`src/rtl/axi4lite_pkg.sv`:
```
// rtl/axi4lite_pkg.sv - shared types and address helper for the AXI4-Lite register file
package axi4lite_pkg;

    typedef enum logic [1:0] {
        OKAY   = 2'b00,
        EXOKAY = 2'b01,
        SLVERR = 2'b10,
        DECERR = 2'b11
    } resp_t;

    typedef enum logic {
        RD_IDLE = 1'b0,
        RD_RESP = 1'b1
    } rd_state_t;

    // Word index of a byte address: the byte-lane bits are dropped so
    // unaligned addresses fold onto the containing word.
    function automatic int unsigned word_idx(input logic [63:0] addr,
                                             input int unsigned addr_w,
                                             input int unsigned data_w);
        logic [63:0] masked;
        int unsigned lsb;
        lsb    = (data_w == 64) ? 3 : 2;
        masked = (addr_w >= 64) ? addr : (addr & ((64'd1 << addr_w) - 64'd1));
        return 32'(masked >> lsb);
    endfunction

endpackage

```
`src/rtl/axi4lite_wr_join.sv`:
```
// rtl/axi4lite_wr_join.sv - joins independent AW and W handshakes into one write commit
//
// Ports:
//   clk, rstn                    clock, synchronous active-low reset
//   aw_addr/aw_valid/aw_ready    write-address channel
//   w_data/w_strb/w_valid/w_ready write-data channel
//   b_valid                      pending write response (blocks new acceptance)
//   active                       high from the first edge after reset release
//   commit                       address and data both available this edge
//   commit_addr/data/strb        the joined write, valid while commit is high
module axi4lite_wr_join #(
    parameter int ADDR_W = 8,
    parameter int DATA_W = 32
) (
    input  logic                  clk,
    input  logic                  rstn,
    input  logic [ADDR_W-1:0]     aw_addr,
    input  logic                  aw_valid,
    output logic                  aw_ready,
    input  logic [DATA_W-1:0]     w_data,
    input  logic [DATA_W/8-1:0]   w_strb,
    input  logic                  w_valid,
    output logic                  w_ready,
    input  logic                  b_valid,
    output logic                  active,
    output logic                  commit,
    output logic [ADDR_W-1:0]     commit_addr,
    output logic [DATA_W-1:0]     commit_data,
    output logic [DATA_W/8-1:0]   commit_strb
);

    logic                active_q;
    logic                aw_held;
    logic                w_held;
    logic [ADDR_W-1:0]   aw_addr_q;
    logic [DATA_W-1:0]   w_data_q;
    logic [DATA_W/8-1:0] w_strb_q;
    logic                aw_hs;
    logic                w_hs;

    assign active   = active_q;
    assign aw_ready = active_q & ~aw_held & ~b_valid;
    assign w_ready  = active_q & ~w_held & ~b_valid;
    assign aw_hs    = aw_valid & aw_ready;
    assign w_hs     = w_valid & w_ready;

    // A side is available if it was held earlier or handshakes on this edge.
    assign commit      = (aw_held | aw_hs) & (w_held | w_hs);
    assign commit_addr = aw_held ? aw_addr_q : aw_addr;
    assign commit_data = w_held ? w_data_q : w_data;
    assign commit_strb = w_held ? w_strb_q : w_strb;

    always_ff @(posedge clk) begin
        if (!rstn) begin
            active_q  <= 1'b0;
            aw_held   <= 1'b0;
            w_held    <= 1'b0;
            aw_addr_q <= '0;
            w_data_q  <= '0;
            w_strb_q  <= '0;
        end else begin
            active_q <= 1'b1;
            if (commit) begin
                aw_held <= 1'b0;
                w_held  <= 1'b0;
            end else begin
                if (aw_hs) begin
                    aw_held   <= 1'b1;
                    aw_addr_q <= aw_addr;
                end
                if (w_hs) begin
                    w_held   <= 1'b1;
                    w_data_q <= w_data;
                    w_strb_q <= w_strb;
                end
            end
        end
    end

endmodule

```
`src/rtl/axi4lite_regfile_slave.sv`:
```
// rtl/axi4lite_regfile_slave.sv - parametrised AXI4-Lite slave register file
//
// Ports:
//   A_CLK, A_RSTn            clock, synchronous active-low reset
//   AW_*, W_*, B_*           AXI4-Lite write address / data / response channels
//   AR_*, R_*                AXI4-Lite read address / data channels
//   hw_status_i              read-only register sources, slot i at [i*DATA_W +: DATA_W]
//   regs_o                   stored register values, read-only slots drive 0
//   wr_pulse_o               one-cycle strobe per register after an OKAY write
import axi4lite_pkg::*;

module axi4lite_regfile_slave #(
    parameter int                   ADDR_W    = 8,
    parameter int                   DATA_W    = 32,
    parameter int                   NUM_REGS  = 16,
    parameter logic [NUM_REGS-1:0]  RO_MASK   = '0,
    parameter logic [DATA_W-1:0]    RESET_VAL = '0
) (
    input  logic                         A_CLK,
    input  logic                         A_RSTn,
    input  logic [ADDR_W-1:0]            AW_ADDR,
    input  logic                         AW_VALID,
    output logic                         AW_READY,
    input  logic [DATA_W-1:0]            W_DATA,
    input  logic [DATA_W/8-1:0]          W_STRB,
    input  logic                         W_VALID,
    output logic                         W_READY,
    output logic [1:0]                   B_RESP,
    output logic                         B_VALID,
    input  logic                         B_READY,
    input  logic [ADDR_W-1:0]            AR_ADDR,
    input  logic                         AR_VALID,
    output logic                         AR_READY,
    output logic [DATA_W-1:0]            R_DATA,
    output logic [1:0]                   R_RESP,
    output logic                         R_VALID,
    input  logic                         R_READY,
    input  logic [NUM_REGS*DATA_W-1:0]   hw_status_i,
    output logic [NUM_REGS*DATA_W-1:0]   regs_o,
    output logic [NUM_REGS-1:0]          wr_pulse_o
);

    localparam int STRB_W = DATA_W / 8;
    localparam int IDX_W  = (NUM_REGS > 1) ? $clog2(NUM_REGS) : 1;

    logic                active;
    logic                commit;
    logic [ADDR_W-1:0]   c_addr;
    logic [DATA_W-1:0]   c_data;
    logic [STRB_W-1:0]   c_strb;

    logic                b_valid_q;
    resp_t               b_resp_q;
    logic [NUM_REGS-1:0] wr_pulse_q;

    int unsigned         wr_idx;
    logic [IDX_W-1:0]    wr_sel;
    resp_t               wr_resp;
    logic                wr_en;

    rd_state_t           rd_state;
    rd_state_t           rd_next;
    logic                ar_hs;
    int unsigned         rd_idx;
    logic [IDX_W-1:0]    rd_sel;
    resp_t               rd_resp_d;
    logic [DATA_W-1:0]   rd_data_d;
    resp_t               r_resp_q;
    logic [DATA_W-1:0]   r_data_q;

    logic [DATA_W-1:0]   reg_val [NUM_REGS];

    axi4lite_wr_join #(
        .ADDR_W (ADDR_W),
        .DATA_W (DATA_W)
    ) u_wr_join (
        .clk         (A_CLK),
        .rstn        (A_RSTn),
        .aw_addr     (AW_ADDR),
        .aw_valid    (AW_VALID),
        .aw_ready    (AW_READY),
        .w_data      (W_DATA),
        .w_strb      (W_STRB),
        .w_valid     (W_VALID),
        .w_ready     (W_READY),
        .b_valid     (b_valid_q),
        .active      (active),
        .commit      (commit),
        .commit_addr (c_addr),
        .commit_data (c_data),
        .commit_strb (c_strb)
    );

    // Write decode
    always_comb begin
        wr_idx  = word_idx(64'(c_addr), ADDR_W, DATA_W);
        wr_sel  = wr_idx[IDX_W-1:0];
        wr_resp = OKAY;
        if (wr_idx >= 32'(NUM_REGS)) begin
            wr_resp = DECERR;
        end else if (RO_MASK[wr_sel]) begin
            wr_resp = SLVERR;
        end
    end

    assign wr_en = commit & (wr_resp == OKAY);

    // Storage: read-only slots have no flops and present hw_status_i instead.
    for (genvar i = 0; i < NUM_REGS; i++) begin : g_reg
        if (RO_MASK[i]) begin : g_ro
            assign reg_val[i]                   = hw_status_i[i*DATA_W +: DATA_W];
            assign regs_o[i*DATA_W +: DATA_W]   = '0;
        end else begin : g_rw
            logic [DATA_W-1:0] store_q;
            logic              unused_hw;
            always_ff @(posedge A_CLK) begin
                if (!A_RSTn) begin
                    store_q <= RESET_VAL;
                end else if (wr_en && (wr_sel == IDX_W'(i))) begin
                    for (int b = 0; b < STRB_W; b++) begin
                        if (c_strb[b]) store_q[b*8 +: 8] <= c_data[b*8 +: 8];
                    end
                end
            end
            assign reg_val[i]                 = store_q;
            assign regs_o[i*DATA_W +: DATA_W] = store_q;
            assign unused_hw                  = ^hw_status_i[i*DATA_W +: DATA_W];
        end
    end

    // Write response and commit strobe
    always_ff @(posedge A_CLK) begin
        if (!A_RSTn) begin
            b_valid_q  <= 1'b0;
            b_resp_q   <= OKAY;
            wr_pulse_q <= '0;
        end else begin
            wr_pulse_q <= '0;
            if (wr_en) wr_pulse_q[wr_sel] <= 1'b1;
            // commit needs a handshake, which B_VALID blocks, so the two never collide
            if (commit) begin
                b_valid_q <= 1'b1;
                b_resp_q  <= wr_resp;
            end else if (b_valid_q && B_READY) begin
                b_valid_q <= 1'b0;
            end
        end
    end

    assign B_VALID    = b_valid_q;
    assign B_RESP     = b_resp_q;
    assign wr_pulse_o = wr_pulse_q;

    // Read path
    assign AR_READY = active & (rd_state == RD_IDLE);
    assign ar_hs    = AR_VALID & AR_READY;
    assign R_VALID  = (rd_state == RD_RESP);

    always_comb begin
        rd_next = rd_state;
        case (rd_state)
            RD_IDLE: if (ar_hs) rd_next = RD_RESP;
            RD_RESP: if (R_READY) rd_next = RD_IDLE;
            default: rd_next = RD_IDLE;
        endcase
    end

    always_ff @(posedge A_CLK) begin
        if (!A_RSTn) rd_state <= RD_IDLE;
        else         rd_state <= rd_next;
    end

    always_comb begin
        rd_idx    = word_idx(64'(AR_ADDR), ADDR_W, DATA_W);
        rd_sel    = rd_idx[IDX_W-1:0];
        rd_resp_d = OKAY;
        rd_data_d = '0;
        if (rd_idx >= 32'(NUM_REGS)) begin
            rd_resp_d = DECERR;
        end else begin
            rd_data_d = reg_val[rd_sel];
        end
    end

    // Captured from pre-edge storage, so a same-edge write is not visible.
    always_ff @(posedge A_CLK) begin
        if (!A_RSTn) begin
            r_data_q <= '0;
            r_resp_q <= OKAY;
        end else if (ar_hs) begin
            r_data_q <= rd_data_d;
            r_resp_q <= rd_resp_d;
        end
    end

    assign R_DATA = r_data_q;
    assign R_RESP = r_resp_q;

endmodule

```
`config.mk`:
```
export PLATFORM = sky130hd
export DESIGN_NAME = axi4lite_regfile_slave
export DESIGN_NICKNAME = d
export VERILOG_FILES = /design/src/rtl/axi4lite_pkg.sv /design/src/rtl/axi4lite_wr_join.sv /design/src/rtl/axi4lite_regfile_slave.sv
export SDC_FILE = /design/constraint.sdc
export NUM_CORES = 1
export LEC_CHECK = 0
export BUFFER_PORTS_ARGS = -buffer_cell sky130_fd_sc_hd__buf_2
export CORE_AREA = 4 4 442 444
export DETAILED_ROUTE_END_ITERATION = 12
export DIE_AREA = 0 0 446 448
export GPL_TIMING_DRIVEN = 0
export PLACE_DENSITY_LB_ADDON = 0.1
export SLEW_MARGIN = 20
export SYNTH_ARGS = -nofsm -noshare
export SYNTH_HDL_FRONTEND = slang
export SYNTH_SLANG_ARGS = --single-unit
```
`constraint.sdc`:
```
create_clock -name A_CLK -period 5.12 [get_ports A_CLK]
set_clock_uncertainty 0.2 [all_clocks]
set_input_delay 0.768 -clock A_CLK [delete_from_list [all_inputs] [get_ports A_CLK]]
set_output_delay 0.768 -clock A_CLK [all_outputs]
set_load 0.02 [all_outputs]
```
Word-level counts from Yosys, hierarchy flattened
Memories as Yosys holds them, arrays and structs flattened.
Cells that the tools add are included.
Storage, ports and cells
  register bits: 613
  memory bits (read-only): 16
  bits of input ports: 571
  output and inout bits: 569
  logic and storage cells: 224
  memories: 1
Memories
  (no name shown): depth 16, width 1, rd ports 1, clocked after memory_dff 0, wr ports 0, line axi4lite_regfile_slave.sv:101  | end else if (RO_MASK[wr_sel]) begin
Operators by class
  $lt $le $gt $ge: 5
  equality and inequality tests: 15
  mux-type cells: 19
  bitwise operators: 19
  reduce and logical (&&, ||, !) cells: 89
Operators by type and width (number)
  AND reduction 2 bit: 67
  binary-select mux 32 bit (select 4 bit): 1
  two-way mux 32 bit: 4
  == test 4 bit, second input constant: 8
  logical AND 1 bit: 18
  == test 4 x 3 -> 1 bit, second input constant: 4
  greater-or-equal comparator 6 x 5 -> 1 bit, second input constant: 2
  bitwise AND 1 bit: 10
  == test 4 x 2 -> 1 bit, second input constant: 2
  two-way mux 8 bit: 1
  two-way mux 1 bit: 7
  two-way mux 2 bit: 3
  inverter 1 bit: 6
  greater-or-equal comparator 5 bit, second input constant: 1
  less-than comparator 4 x 5 -> 1 bit, second input constant: 1
  inverter 4 -> 5 bit: 1
  demux 1 bit (select 4 bit): 1
  == test 4 x 1 -> 1 bit, second input constant: 1
  greater-or-equal comparator 4 x 1 -> 1 bit, second input constant: 1
  logical NOT 4 bit: 1
  two-way mux 4 bit: 1
  logical NOT 2 bit: 1
  bitwise OR 1 bit: 2
  one-hot mux 1 bit (2 select lines): 1
  other kinds (2): 2

Longest topological paths before layout
  depth in word-level cells: 9
  depth in mapped cells: 7
  mapped depth without buffers: 4

Cells and area by module
A second synthesis with hierarchy kept.
Second synthesis, totals
  cells, all modules: 3209
  area total of the unflattened synthesis: 31670.4 um2
By module, submodules not included
  axi4lite_regfile_slave: times used 1, cells an instance 2954, area each 29258.1 um2, sequential area each 11290.8 um2
  axi4lite_wr_join: times used 1, cells an instance 255, area each 2412.3 um2, sequential area each 940.9 um2

Least setup slack after synthesis
OpenSTA, ideal clock, no wires.
  path kind: input to register
  from: in AR_ADDR[5]
  to: reg r_data_q[15] (netlist: R_DATA[15])
  library setup time: 0.128 ns
  data arrival time: 2.357 ns
  data required time: 4.792 ns
  slack: 2.434 ns
  stages on the path: 7
  cells stage by stage: buf_2 -> buf_2 -> buf_1 -> mux4_2 -> mux2_2 -> a22oi_1 -> o21ai_0
Between the ends
  cells in the longest elaborated chain, start to end: 5
RTL lines
  start, declared: line axi4lite_regfile_slave.sv:31  | input logic [ADDR_W-1:0] AR_ADDR,
  inverter 4 -> 5 bit (implied by the code): line axi4lite_regfile_slave.sv:181  | rd_data_d = reg_val[rd_sel];
  binary-select mux 32 bit (select 4 bit): line axi4lite_regfile_slave.sv:181
  two-way mux 32 bit (implied by the code) (2 in a row): line axi4lite_regfile_slave.sv:181
  two-way mux 32 bit *: line axi4lite_regfile_slave.sv:178  | if (rd_idx >= 32'(NUM_REGS)) begin
  end signal, assigned: line axi4lite_regfile_slave.sv:191  | r_data_q <= rd_data_d;
  end, declared: line axi4lite_regfile_slave.sv:69  | logic [DATA_W-1:0] r_data_q;
Mark *: on every way between the ends. The rest lies on a longest branch, timed or not. The select of a mux whose other input is x is not followed.
A chain may end at the register's enable or synchronous reset.

==> impl_metrics.toml <==
[clock_network]
cts_buffer_depth = 3
cts_buffers = 87
h-tree-depth = 3
post_cts_hold_buffer_count = 1
root_buffer = "sky130_fd_sc_hd__clkbuf_16"
clk-insertion-delay-late_ps = 710
cts-resized-gates = 0
tritoncts_num_sinks = 609
cts_setup_buffers = 0
tritoncts_clock_tree = "built"
clk_pin_slew_ps = 60

[logic_synthesis]
synthesis.area_mm2 = 0.02693
ys_seq_area_frac = 0.4528
top_flip_flop_cell_by_instance_count_after_synthesis = "sky130_fd_sc_hd__dfxtp_1"
netlist_top_cells_count = "618 x sky130_fd_sc_hd__nand2_1, 609 x sky130_fd_sc_hd__dfxtp_1, 551 x sky130_fd_sc_hd__mux2i_1, 128 x sky130_fd_sc_hd__mux4_2, 116 x sky130_fd_sc_hd__clkbuf_1"
netlist.area_leader.share = 0.4528
edff_count_synth = 0
synth.lib_cells_used.distinct = 38
yosys_reg_bits = 609
post_synthesis_instance_total = 2410
async_flop_share = 0
synth.top_cells.by_area = "sky130_fd_sc_hd__dfxtp_1 45%, sky130_fd_sc_hd__mux2i_1 20%, sky130_fd_sc_hd__mux4_2 11%"
synth_area_per_cell_um2 = 11.17
ys_warn_count = 0
syn-num-nets = 2981
synthDominantAreaCellType = "sky130_fd_sc_hd__dfxtp_1"
synth_most_common_cell = "sky130_fd_sc_hd__nand2_1"

[finish]
layout-drive-gt1-share = 0.3571
synthToLayoutAreaGrowth_pct = 35.52
final.fill_count = 21082
num-nets-final = 3720
finalCoreUtilization = 0.1905

[hold_path]
timing.hold.worst.start = "W_STRB[0]"
hold_path_end = "u_wr_join.w_strb_q[0]$_SDFFE_PN0P_"
hold_depth = 3
min_delay_worst_type = "input pin to flip-flop"

[detailed_routing]
drcViolationCount = 0
vias_per_cell = 3.931
vias = 22586
wire_per_inst_um = 33.78
drt.antenna.violating_nets = 0
dr.pass1.iters = 5
detail_route.wirelength_um = 194100
initialDrtViolationCount = 1354

[floorplanning]
core_mm2 = 0.1916
fp.dieH_um = 448
die_x_um = 446
floorplan.die_area_mm2 = 0.1998
site_rows = 161
initial_cell_density_of_the_core = 0.1406
ios = 1140

[sta]
final-hold-violation-count = 0
tns_ps = 0
setup_violations = 0
post-route-min-period_ps = 4155
max_slew.worst_pin.slew_ps = 1208
relSlewSlack = 0.1945
period_share = 0.8116
final.hold.worst_slack_ps = 116.2
max_clock_freq_mhz = 240.7
grt_setup_unrepaired = "no"
maxSlewViolCount = 0

[grt]
first_global_vias = 22862
gr-total-overflow = 0
grt_first_pass_wirelength_um = 246500
grt_start_max_net_pins = 13
grtUsageTotal = 0.1883
grt_antenna_before_repair = 22

[job]
max-cap-violations = 0

[critical_path]
critical_path_end_type = "flip-flop"
r2r_start = "u_wr_join.w_held$_SDFFE_PP0P_"
critPathRequiredTime_ps = 5530
critPathKind = "input pin to flip-flop"
reg2reg_depth = 6
setup.reg_to_reg.worst_slack_ps = 2020
worstPathMaxFanout = 10
critical_path.reg2reg.endpoint = "g_reg[11].g_rw.store_q[5]$_SDFFE_PN0P_"
worst_ep_arrival_time_ps = 4570
worst_setup_path_start_kind = "input pin"

[placement]
detailedPlacementHpwl_um = 154200
place.gp.congestion = 0.7690
portBuffers = 620

[power]
cellPowerDensity_mw_per_mm2 = 325.5
power.total_mw = 11.88
power.sequential.fraction = 0.402
power_report.internal_total_mw = 8.551
power.net_switching_mw = 3.328
p_comb_frac = 0.081
power_switching_share = 0.2802
worst_ir_drop_on_vdd_uv = 214.8
power_leakage_nw = 14.24
power_frac_clock = 0.517

[status]
status = "finished, final reports clean"
## power groups by stage
stage	clock, mW	sequential, mW	combinational, mW
2_1_floorplan	0	4.88	0.462
3_3_place_gp	0	4.88	0.988
3_5_place_dp	0	4.88	1.00
4_1_cts	6.40	4.77	1.00
5_1_grt	6.55	4.77	1.01
6_report	6.14	4.77	0.964
## critical path, stage by stage
cell and delay, ps:
sky130_fd_sc_hd__dlygate4sd3_1 540, sky130_fd_sc_hd__buf_2 120, sky130_fd_sc_hd__clkbuf_1 470, sky130_fd_sc_hd__clkbuf_1 710, sky130_fd_sc_hd__clkbuf_1 750, sky130_fd_sc_hd__clkbuf_1 910
sky130_fd_sc_hd__nand2_1 110, sky130_fd_sc_hd__mux2i_1 150
## per-layer routing
metal  share of wire  global-route usage  up-vias
met1            0.43              0.2357    11670
met4           0.029             0.04970        0
li1                -                   -    10079
met2            0.49              0.3259      683
met3           0.053             0.04226      154
met5               0                   0        -
## per-stage QoR
step,setup slack [ps],instance area [um^2],cells
global route,780.7,36480,5739
global placement,315.8,33190,5556
floorplan,2434,26930,2410
CTS,779.3,36410,5733
detailed placement,424.0,33610,5580
finish,964.6,36490,5745
## kinds of logic (layout without fill, tap and decap cells)
family / after synthesis / in the layout / synth area share
AOI/OAI and AO/OA: 126 / 126 / 0.03253
buffers and inverters: 175 / 977 / 0.02867
DFF: 609 / 609 / 0.4528
muxes: 747 / 747 / 0.3403
other: 0 / 7 / 0
and+or+nand+nor: 753 / 753 / 0.1457
## layout by cell type, fill, tap and decap left out, types with 4 or more instances in the layout
cell type	n
sky130_fd_sc_hd__buf_2	664
sky130_fd_sc_hd__nand2_1	618
sky130_fd_sc_hd__dfxtp_1	609
sky130_fd_sc_hd__mux2i_1	551
sky130_fd_sc_hd__mux4_2	128
sky130_fd_sc_hd__clkbuf_1	114
sky130_fd_sc_hd__clkbuf_16	88
sky130_fd_sc_hd__mux2_2	68
sky130_fd_sc_hd__a21boi_0	37
sky130_fd_sc_hd__o21ai_0	36
sky130_fd_sc_hd__nor3_4	36
sky130_fd_sc_hd__a22oi_1	32
sky130_fd_sc_hd__clkbuf_2	29
sky130_fd_sc_hd__nor4_4	28
sky130_fd_sc_hd__nor2_1	22
sky130_fd_sc_hd__buf_6	19
sky130_fd_sc_hd__clkbuf_8	19
sky130_fd_sc_hd__buf_4	18
sky130_fd_sc_hd__nor2b_1	10
sky130_fd_sc_hd__and3b_1	9
sky130_fd_sc_hd__o22ai_2	9
sky130_fd_sc_hd__clkinv_2	9
sky130_fd_sc_hd__diode_2	7
sky130_fd_sc_hd__nor3b_2	5
sky130_fd_sc_hd__o21ai_1	5
sky130_fd_sc_hd__o21ai_2	4
sky130_fd_sc_hd__nor4_1	4
## worst max-delay path by stage
stage	from	to	slack [ps]
6_report	A_RSTn	g_reg[7].g_rw.store_q[26]$_SDFFE_PN0P_	960
4_1_cts	A_RSTn	g_reg[13].g_rw.store_q[9]$_SDFFE_PN0P_	780
3_5_place_dp	AR_ADDR[2]	R_DATA[10]$_SDFFE_PN0P_	420
2_1_floorplan	AR_ADDR[5]	R_DATA[15]$_SDFFE_PN0P_	2430
3_3_place_gp	A_RSTn	g_reg[11].g_rw.store_q[11]$_SDFFE_PN0P_	320
5_1_grt	A_RSTn	g_reg[8].g_rw.store_q[21]$_SDFFE_PN0P_	780
## flip-flops by register name, indices dropped and copies added (netlist names)
| name | count |
|---|---|
| u_wr_join.aw_addr_q | 6 |
| wr_pulse_o | 16 |
| g.g_rw.store_q | 512 |
| u_wr_join.w_held | 1 |
| u_wr_join.aw_held | 1 |
| R_DATA | 32 |
| u_wr_join.w_data_q | 32 |
| B_VALID | 1 |
| u_wr_join.w_strb_q | 4 |
| u_wr_join.active | 1 |
| R_RESP | 1 |
| B_RESP | 1 |
| R_VALID | 1 |
## area by class of cell
class / instances / area, um^2 / area share
Multi-Input combinational cell: 1626 / 14050 / 0.3850
Antenna cell: 7 / 17.52 / 0.0004800
Tap cell: 2526 / 3161 / 0.08661
Buffer: 175 / 815.8 / 0.02235
Timing Repair Buffer: 650 / 3470 / 0.09508
Clock inverter: 18 / 221.5 / 0.006069
Sequential cell: 609 / 12190 / 0.3341
Clock buffer: 134 / 2565 / 0.07029
Note: power is estimated with default switching activity, not from simulation.
